===== src/rtl/his_peak_finder.sv =====
// Streams each pixel's histogram out of RAM, tracks the peak bin and the bin sum, and emits one result per pixel.
// Optional PEAK_THRESH_EN adds min_count: peaks below it are reported as bin 0 / count 0.
module his_peak_finder #(
  parameter int BIN_W     = 6,
  parameter int BIN_NUM   = 64,
  parameter int PIX_W     = 8,
  parameter int PIXEL_NUM = 200,
  parameter int CNT_W     = 16
) (
  input  logic                     clk,
  input  logic                     res,
  input  logic                     start,
  output logic                     his_rd_en,
  output logic [PIX_W+BIN_W-1:0]   his_rd_addr,
  input  logic [CNT_W-1:0]         his_rd_data,
  output logic                     peak_valid,
  input  logic                     peak_ready,
  output logic [PIX_W-1:0]         peak_pix,
  output logic [BIN_W-1:0]         peak_bin,
  output logic [CNT_W-1:0]         peak_count,
  output logic [CNT_W+BIN_W-1:0]   total_count,
  output logic                     busy,
  output logic                     frame_done
`ifdef PEAK_THRESH_EN
  ,
  input  logic [CNT_W-1:0]         min_count
`endif
);

  localparam int SUM_W = CNT_W + BIN_W;
  localparam logic [BIN_W-1:0] BIN_LAST = BIN_W'(BIN_NUM - 1);
  localparam logic [PIX_W-1:0] PIX_LAST = PIX_W'(PIXEL_NUM - 1);

  typedef enum logic [2:0] {IDLE, READ, LAST, OUT, DONE} state_t;

  state_t             state;
  logic [PIX_W-1:0]   pix;
  logic [BIN_W-1:0]   bin;
  logic               rd_vld;
  logic [BIN_W-1:0]   rd_bin;
  logic [CNT_W-1:0]   run_max;
  logic [BIN_W-1:0]   run_bin;
  logic [SUM_W-1:0]   run_sum;

  logic [CNT_W-1:0]   nxt_max;
  logic [BIN_W-1:0]   nxt_bin;
  logic [SUM_W-1:0]   nxt_sum;
  logic [CNT_W-1:0]   rep_max;
  logic [BIN_W-1:0]   rep_bin;

  assign his_rd_addr = {pix, bin};

  // rd_vld/rd_bin track which bin the current his_rd_data belongs to (1-cycle RAM latency).
  always_comb begin
    nxt_max = run_max;
    nxt_bin = run_bin;
    nxt_sum = run_sum;
    if (rd_vld) begin
      if (rd_bin == '0) begin
        nxt_max = his_rd_data;
        nxt_bin = '0;
        nxt_sum = SUM_W'(his_rd_data);
      end else begin
        if (his_rd_data > run_max) begin
          nxt_max = his_rd_data;
          nxt_bin = rd_bin;
        end
        nxt_sum = run_sum + SUM_W'(his_rd_data);
      end
    end
  end

  always_comb begin
    rep_max = nxt_max;
    rep_bin = nxt_bin;
`ifdef PEAK_THRESH_EN
    if (nxt_max < min_count) begin
      rep_max = '0;
      rep_bin = '0;
    end
`endif
  end

  always_ff @(posedge clk or negedge res) begin
    if (!res) begin
      state       <= IDLE;
      pix         <= '0;
      bin         <= '0;
      rd_vld      <= 1'b0;
      rd_bin      <= '0;
      run_max     <= '0;
      run_bin     <= '0;
      run_sum     <= '0;
      his_rd_en   <= 1'b0;
      peak_valid  <= 1'b0;
      peak_pix    <= '0;
      peak_bin    <= '0;
      peak_count  <= '0;
      total_count <= '0;
      busy        <= 1'b0;
      frame_done  <= 1'b0;
    end else begin
      rd_vld  <= his_rd_en;
      rd_bin  <= bin;
      run_max <= nxt_max;
      run_bin <= nxt_bin;
      run_sum <= nxt_sum;
      case (state)
        IDLE: begin
          if (start) begin
            state     <= READ;
            pix       <= '0;
            bin       <= '0;
            his_rd_en <= 1'b1;
            busy      <= 1'b1;
          end
        end
        READ: begin
          if (bin == BIN_LAST) begin
            his_rd_en <= 1'b0;
            state     <= LAST;
          end else begin
            bin <= bin + BIN_W'(1);
          end
        end
        LAST: begin
          // Final bin's datum arrives this cycle, so results come from the next-state values.
          state       <= OUT;
          peak_valid  <= 1'b1;
          peak_pix    <= pix;
          peak_bin    <= rep_bin;
          peak_count  <= rep_max;
          total_count <= nxt_sum;
        end
        OUT: begin
          if (peak_ready) begin
            peak_valid <= 1'b0;
            if (pix != PIX_LAST) begin
              pix       <= pix + PIX_W'(1);
              bin       <= '0;
              his_rd_en <= 1'b1;
              state     <= READ;
            end else begin
              frame_done <= 1'b1;
              state      <= DONE;
            end
          end
        end
        DONE: begin
          frame_done <= 1'b0;
          busy       <= 1'b0;
          state      <= IDLE;
        end
        default: state <= IDLE;
      endcase
    end
  end

endmodule


===== config.mk =====
export PLATFORM = sky130hd
export DESIGN_NAME = his_peak_finder
export DESIGN_NICKNAME = d
export VERILOG_FILES = /design/src/rtl/his_peak_finder.sv
export SDC_FILE = /design/constraint.sdc
export NUM_CORES = 1
export LEC_CHECK = 0
export ABC_AREA = 1
export CORE_MARGIN = 4
export CORE_UTILIZATION = 44
export CTS_CLUSTER_SIZE = 28
export DETAILED_ROUTE_END_ITERATION = 16
export PLACE_DENSITY = 0.71
export REMOVE_ABC_BUFFERS = 1
export SYNTH_ARGS = -nofsm -noshare
export SYNTH_HDL_FRONTEND = slang
export SYNTH_SLANG_ARGS = --single-unit

===== constraint.sdc =====
create_clock -name clk -period 3 [get_ports clk]
set_input_delay 0.45 -clock clk [delete_from_list [all_inputs] [get_ports clk]]
set_output_delay 0.45 -clock clk [all_outputs]
set_load 0.05 [all_outputs]

# Word-level counts from Yosys, hierarchy flattened
# Cells that the tools add are included.
totals:
  word_cells: 79
  inputBits: 20
  output_inout_bits: 70
  latchBits: 0
  romBits: 0
  memories: 0
  ram_bits: 0
  ff_bits: 124
classes:
  mux: 33
  div_mod_pow: 0
  add_sub_neg: 3
  shift: 0
  order_cmp: 1
  n_eq_ne: 12
  n_bitwise: 0
  multipliers: 0
  reduce_logical: 14
ops:
  columns: ["cell", "n"]
  rows:
  - ["16-bit 2-to-1 mux", 3]
  - ["22-bit 2-to-1 mux", 2]
  - ["6-bit 2-to-1 mux", 7]
  - ["8-bit 2-to-1 mux", 3]
  - ["22-bit by 16-bit adder with 22-bit output", 1]
  - ["6-bit case mux with 3 select lines", 1]
  - ["16-bit greater-than comparator", 1]
  - ["8-bit case mux with 2 select lines", 1]
  - ["3-bit 2-to-1 mux", 4]
  - ["2-bit != test, second input constant", 6]
  - ["3-bit case mux with 4 select lines", 1]
  - ["5-bit AND reduction", 2]
  - ["8-bit by 1-bit adder with 8-bit output, second input constant", 1]
  - ["8-bit != test, second input constant", 1]
  - ["2-bit nonzero test", 4]
  - ["1-bit 2-to-1 mux", 7]
  - ["6-bit by 1-bit adder with 6-bit output, second input constant", 1]
  - ["3-bit by 2-bit == test with 1-bit output, second input constant", 2]
  - ["6-bit == test, second input constant", 1]
  - ["6-bit logical NOT", 1]
  - ["1-bit case mux with 2 select lines", 3]
  - ["3-bit AND reduction", 2]
  - ["2-bit AND reduction", 2]
  - ["4-bit AND reduction", 1]
  - ["other kinds (5)", 5]

# Logic depth before layout (Yosys ltp)
# Gate-level depths: netlist (run 1).
logic_depth:
  depth_word: 4
  ltp_mapped: 17
  depth_no_buf: 17

# Least setup slack after synthesis (run 1)
# Ideal clock, no wire load.
synth_timing:
  path_type: "input to register"
  startpoint: "input his_rd_data[0]"
  endpoint: "register total_count[8]"
  slack_ps: 928
  required_ps: 2882
  stages: 9
  t_arrival_ps: 1954
  setup_time_ps: 118
  n_path_buf: 0
  path_cell_list: "ha_1 fa_1 a21oi_1 o21ai_0 or2_2 nand3_1 nand2_1 nand2_1 nand2_1"
synth_via:
  elab_chain_cells: 3
synth_rtl:
  columns: ["element", "line", "text"]
  rows:
  - ["from (decl)", "15", "input logic [CNT_W-1:0] his_rd_data,"]
  - ["22-bit by 16-bit adder with 22-bit output", "68", "nxt_sum = run_sum + SUM_W'(his_rd_data);"]
  - ["22-bit 2-to-1 mux", "59", "if (rd_bin == '0) begin"]
  - ["22-bit 2-to-1 mux", "58", "if (rd_vld) begin"]
  - ["net nxt_sum[8]", "47", "logic [SUM_W-1:0] nxt_sum;"]
  - ["to (signal assigned)", "133", "total_count <= nxt_sum;"]
  - ["to (decl)", "21", "output logic [CNT_W+BIN_W-1:0] total_count,"]
# The timed path passes the listed nets, and every way through them passes these cells.
# A chain may end at the register's enable or synchronous reset.

# Worst setup path after layout (run 1)
layout_timing:
  startpoint: "input his_rd_data[0]"
  endpoint: "register total_count[10]"
# Same word-level chain as after synthesis.

==> results.py, run 1 <==
metrics = {
    "synth": {
        "synthArstFlopShare": 1.00,
        "synth_common_cells": "nand2_1, dfrtp_1, inv_1",
        "syn-instance-count": 846,
        "post_synth_num_cell_types": 43,
        "ys_seq_elements": 124,
        "synth_top_cell_by_area": "dfrtp_1",
        "yosysSeqAreaShare": 0.464,
        "ys_warn_count": 0,
        "ys_top_cells_by_area": "dfrtp_1, nand2_1, ha_1",
        "ys.flop_type": "dfrtp_1",
        "synth-edff-count": 0,
        "yosysMostFrequentCell": "nand2_1",
        "syn_area_mm2": 0.00669,
        "synth_top_area_share": 0.464,
        "syn_area_per_cell_um2": 7.91,
    },
    "setup_path": {
        "timing.rr.end": "total_count[10]$_DFFE_PN0P_",
        "critical_path_class": "input pin to flip-flop",
        "critPathMaxFanout": 3,
        "worstPathRequired_ns": 3.37,
        "reg2reg_setup_slack_ns": 0.74,
        "rr_startpoint": "run_sum[0]$_DFF_PN0_",
        "r2r_cells": 11,
        "critPathLaunch": "his_rd_data[0]",
        "worstPathArrival_ns": 2.77,
        "max_stage_delay_ns": 0.46,
        "critical-path-top-delay-family": "compound AO/OA/AOI/OAI gates",
        "cpMostUsedCell": "nand2_1",
        "start_kind": "input pin",
        "critPathBufInv": 1,
        "crit_chain": "clkdlybuf4s50_1 > ha_1 > fa_1 > a21oi_1 > o21ai_0 > nand2_1 > nand2_1 > nand2_1 > nand2_1 > o21ai_0 > nand2_1 > nand2_1",
        "endpoint_kind": "flip-flop",
        "cp_slowest_cell": "clkdlybuf4s50_1",
    },
    "place": {
        "dp_slack_ns": 0.186,
        "dp.cells": 1109,
        "gp_congestion": 0.929,
        "hpwlAfterDp_um": 11500,
        "io_buffers": 89,
    },
    "sta": {
        "fin_ws_ns": 0.605,
        "clock.fmax_mhz": 418,
        "finalMaxSlewViolations": 0,
        "min_period_over_period": 0.798,
        "tns_ns": 0,
        "setup_viol": 0,
        "period_minus_slack_ns": 2.39,
        "slew_headroom": 0.455,
        "hold_ws_ns": 0.0380,
        "tightest_slew_ns": 0.816,
        "finClkSkew_ns": 0.00757,
        "rsz0062_at_grt": "false",
        "final-hold-violation-count": 0,
    },
    "clock_network": {
        "cts.clk_slew.worst_paths_ns": 0.06,
        "cts_tree": "built",
        "htree_levels": 4,
        "cts_setup_buffers": 0,
        "ctsHoldBuffers": 0,
        "clock_sinks": 124,
        "cts_buffer_depth": 2,
        "cts_buffers": 17,
        "cts.repair.resized": 0,
        "clock_latency_ns": 0.43,
        "cts-root-buf": "clkbuf_16",
    },
    "drt": {
        "avgRoutedWirePerCell_um": 14.2,
        "routed_wl_um": 16300,
        "vias": 5752,
        "drt_first_pass_iters": 5,
        "drc_errors": 0,
        "detail-route-antenna-nets": 0,
        "vias_per_cell": 5.04,
        "drt_first_iter_violations": 289,
    },
    "grt": {
        "grt_overflow": 0,
        "grt_pass1_vias": 5749,
        "grt_use_total": 0.198,
        "grt_max_degree": 54,
        "grt_pass1_wl_um": 27800,
        "antenna_found_initial": 1,
    },
    "flow_run": {
        "cap_violations": 0,
    },
    "power_and_ir_drop": {
        "irDropWorstVdd_mv": 0.667,
        "power.density_mw_per_mm2": 1200,
        "p_leak_nw": 4.26,
    },
    "finish": {
        "fin_util": 0.580,
        "diodes": 0,
        "fin_cells": 1141,
        "finalNetCount": 999,
        "drive_gt1_frac": 0.0690,
        "nFillCells": 1312,
        "area_delta_synth_final_pct": 27.3,
    },
    "hold_path": {
        "hold_class": "input pin to asynchronous set/reset pin",
    },
    "floorplan": {
        "die_h_um": 131,
        "die_w_um": 131,
        "rows": 44,
        "die-area_mm2": 0.0173,
        "core-area_mm2": 0.0147,
        "initial_utilization": 0.455,
        "ios": 90,
    },
    "run_status": {
        "status": "completed",
    },
}
==> worst register-to-register path, cell delays in order, from the launching register on <==
cell,delay [ns]
dfrtp_1,0.38
ha_1,0.21
fa_1,0.46
a21oi_1,0.29
o21ai_0,0.23
nand2_1,0.11
nand2_1,0.07
nand2_1,0.06
nand2_1,0.04
o21ai_0,0.22
nand2_1,0.08
nand2_1,0.07
==> per-layer routing <==
metal,share of wire,routed length (um),global-route usage
met1,0.46,7550,0.258
met2,0.47,7670,0.321
met3,0.046,755,0.0520
met4,0.016,267,0.0729
met5,0.00074,12,0
==> how the worst max path moves through the flow <==
stage	endpoint	slack [ns]	depth (start not counted)
floorplan	peak_pix[0]$_DFFE_PN0P_	-1.23	5
global placement	total_count[10]$_DFFE_PN0P_	0.20	12
detailed placement	total_count[10]$_DFFE_PN0P_	0.19	12
CTS	total_count[8]$_DFFE_PN0P_	0.63	10
global route	total_count[10]$_DFFE_PN0P_	0.43	12
finish	total_count[10]$_DFFE_PN0P_	0.61	12
==> report_power, final <==
group          switching [mW]  total (mW)  internal (mW)
Sequential              0.354        2.66           2.30
Combinational            3.53        5.25           1.72
Clock                   0.780        2.33           1.55
==> cell families (layout without fill, tap and decap cells) <==
| logic type | after synthesis | count (layout) | synth area share |
|---|---|---|---|
| xor+xnor | 12 | 12 | 0.0157 |
| buf+inv | 122 | 233 | 0.0699 |
| compound gates | 89 | 89 | 0.0768 |
| fa+ha+maj | 35 | 35 | 0.0665 |
| flops | 124 | 124 | 0.464 |
| simple gates | 464 | 464 | 0.307 |
==> metrics by stage <==
stage	total power, mW	instance area [um2]
finish	10.2	8520
detailed placement	7.91	7850
floorplan	6.28	6610
global placement	7.85	7850
CTS	10.3	8520
global route	11.0	8520
==> final cells by class <==
cell class,count,area [um2],share of cell area
sequential,124,3100,0.364
multi-input combinational,600,3130,0.367
tap,184,230,0.0270
timing repair buffer,99,1000,0.117
inverter,102,385,0.0452
clock inverter,12,206,0.0242
clock buffer,20,467,0.0548
==> flip-flops by register name, summed over array words and instances, names as in the netlist <==
name and count:
rd_vld 1, run_bin 6, peak_valid 1, bin 6
his_rd_en 1, peak_count 16, peak_pix 8, frame_done 1
busy 1, state 3, run_max 16, total_count 22
pix 8, rd_bin 6, run_sum 22, peak_bin 6
==> layout by cell type (no fill, tap or decap), types with 3 or more instances in the layout <==
cell / count
ha_1: 34
inv_2: 3
o211ai_1: 3
o21ai_0: 32
nand2_1: 291
bufinv_16: 5
inv_1: 97
xor2_1: 5
a21oi_1: 30
nand2_2: 4
nand4_1: 12
clkbuf_16: 17
dfrtp_1: 124
o31ai_1: 3
nor2_1: 34
a22oi_1: 12
clkbuf_8: 3
buf_12: 3
xnor2_1: 7
buf_4: 8
nand3b_1: 4
and2_1: 18
clkdlybuf4s50_1: 88
nand3_1: 74
inv_6: 3
nor3_1: 10
Power figures use the tool's default switching activity.
==> run 2, diff against run 1 <==
Clock period 3 ns to 2.3 ns, I/O delays scaled along.
==> results.py, run 2 (synthesized netlist as in run 1, its figures left out) <==
metrics = {
    "grt": {
        "grt_pass1_wl_um": 29000,
        "grt_overflow": 0,
        "antenna_found_initial": 0,
        "grt_pass1_vias": 6053,
        "grt_use_total": 0.205,
        "grt_max_degree": 54,
    },
    "place": {
        "gp_congestion": 0.889,
        "dp_slack_ns": -0.266,
        "hpwlAfterDp_um": 12000,
        "post_dp_cell_area_mm2": 0.00826,
        "io_buffers": 89,
    },
    "sta": {
        "clock.fmax_mhz": 473,
        "period_minus_slack_ns": 2.11,
        "hold_ws_ns": 0.420,
        "fin_ws_ns": 0.186,
        "min_period_over_period": 0.919,
        "finalMaxSlewViolations": 0,
        "setup_viol": 0,
        "final-hold-violation-count": 0,
        "finClkSkew_ns": 0.00719,
        "slew_headroom": 0.499,
        "tightest_slew_ns": 0.750,
        "rsz0062_at_grt": "false",
    },
    "setup_path": {
        "worstPathArrival_ns": 2.42,
        "worstPathRequired_ns": 2.61,
        "timing.rr.end": "run_max[10]$_DFF_PN0_",
        "critPathLaunch": "his_rd_data[7]",
        "critPathMaxFanout": 4,
        "r2r_cells": 11,
        "start_kind": "input pin",
        "reg2reg_setup_slack_ns": 0.24,
        "endpoint_kind": "flip-flop",
        "rr_startpoint": "run_max[11]$_DFF_PN0_",
        "critical_path_class": "input pin to flip-flop",
    },
    "drt": {
        "vias_per_cell": 4.99,
        "avgRoutedWirePerCell_um": 14.0,
        "vias": 5969,
        "routed_wl_um": 16700,
        "drt_first_iter_violations": 277,
        "drc_errors": 0,
        "drt_first_pass_iters": 5,
        "detail-route-antenna-nets": 0,
    },
    "finish": {
        "layout_common_cells": "nand2_1, dfrtp_1, inv_1",
        "area_delta_synth_final_pct": 33.1,
        "seq_area_mm2": 0.00310,
        "fin_util": 0.606,
        "nFillCells": 1314,
        "stdcell_area_mm2": 0.00891,
        "finalNetCount": 1055,
        "diodes": 0,
        "drive_gt1_frac": 0.120,
        "top_regs": "run_sum x22, total_count x22",
        "layout_commonest_cell": "nand2_1",
        "multi_input_area_mm2": 0.00315,
    },
    "clock_network": {
        "htree_levels": 4,
        "cts_setup_buffers": 0,
        "cts_buffer_depth": 2,
        "cts-root-buf": "clkbuf_16",
        "cts_tree": "built",
        "cts_buffers": 17,
        "clock_latency_ns": 0.42,
        "clock_sinks": 124,
        "cts.clk_slew.worst_paths_ns": 0.05,
    },
    "floorplan": {
        "ios": 90,
        "rows": 44,
        "core-area_mm2": 0.0147,
        "die-area_mm2": 0.0173,
        "initial_utilization": 0.455,
        "die_w_um": 131,
        "die_h_um": 131,
    },
    "power_and_ir_drop": {
        "p_total_mw": 13.6,
        "pwr-share-comb": 0.544,
        "power.density_mw_per_mm2": 1530,
        "p_int_mw": 7.43,
        "p_sw_mw": 6.19,
        "power.share.clock": 0.202,
        "power_frac_seq": 0.254,
        "irDropWorstVdd_mv": 0.763,
        "p_leak_nw": 4.48,
        "switching_share": 0.455,
    },
    "run_status": {
        "status": "completed",
    },
    "flow_run": {
        "cap_violations": 0,
    },
    "hold_path": {
        "hold_class": "input pin to asynchronous set/reset pin",
    },
}
run 2: changes by cell type in the layout (fill, tap and decap cells not counted), sizes merged:
cell	change
buf	+55
clkinvlp	+6
inv	-3
bufinv	-2
clkbuf	-1
dlygate4sd3	+1
run 2: how the worst max path moves through the flow:
stage                                  endpoint  slack, ns
finish              total_count[16]$_DFFE_PN0P_       0.19
global route        total_count[19]$_DFFE_PN0P_       0.02
CTS                 total_count[14]$_DFFE_PN0P_       0.14
detailed placement  total_count[14]$_DFFE_PN0P_      -0.27
global placement        peak_bin[3]$_DFFE_PN0P_      -0.23
floorplan               peak_pix[0]$_DFFE_PN0P_      -1.93
run 2: worst max-delay path, cell delays in order:
cell	delay [ns]
clkdlybuf4s50_1	0.46
buf_4	0.16
ha_1	0.32
inv_1	0.06
o21ai_0	0.26
nor2_1	0.09
o21ai_1	0.16
nand3_1	0.13
nand2_1	0.17
nand3_1	0.11
nand4_1	0.10
nand2_1	0.05
run 2: what timing repair did:
item                                   CTS  global route
setup endpoints to repair                0            12
endpoints found under the hold margin   28             0
gates resized for setup                  0             6
hold buffers                             1             0
run 2: area by class of cell:
class                      instances  share of cell area
multi-input combinational        600               0.354
sequential                       124               0.348
timing repair buffer             155               0.160
clock buffer                      19              0.0497
inverter                         102              0.0433
tap                              184              0.0258
clock inverter                    13              0.0190
run 2: through the flow:
stage          TNS [ns]  cells
6_report              0   1197
3_5_place_dp     -13.38   1164
2_1_floorplan    -97.14    826
5_1_grt               0   1197
3_3_place_gp     -11.13   1164
4_1_cts               0   1197
run 2: power groups by stage:
stage	clock, mW	sequential (mW)	combinational (mW)
finish	2.75	3.46	7.40
floorplan	0	4.80	3.39
detailed placement	0	3.47	7.35
global route	2.92	3.56	8.24
global placement	0	3.46	7.27
CTS	2.80	3.46	7.41
run 2: metal layers:
layer / part of all wire / GRT usage / vias to the layer above
li1: - / - / 3044
met3: 0.038 / 0.0466 / 25
met5: 0 / 0 / -
met2: 0.47 / 0.333 / 106
met1: 0.47 / 0.270 / 2794
met4: 0.017 / 0.0718 / 0
==> run 3, diff against run 2 <==
Settings changed: CAP_MARGIN set to 20.
==> results of run 3 <==
No change in the layout: final DEF, timing and power equal those of run 2.
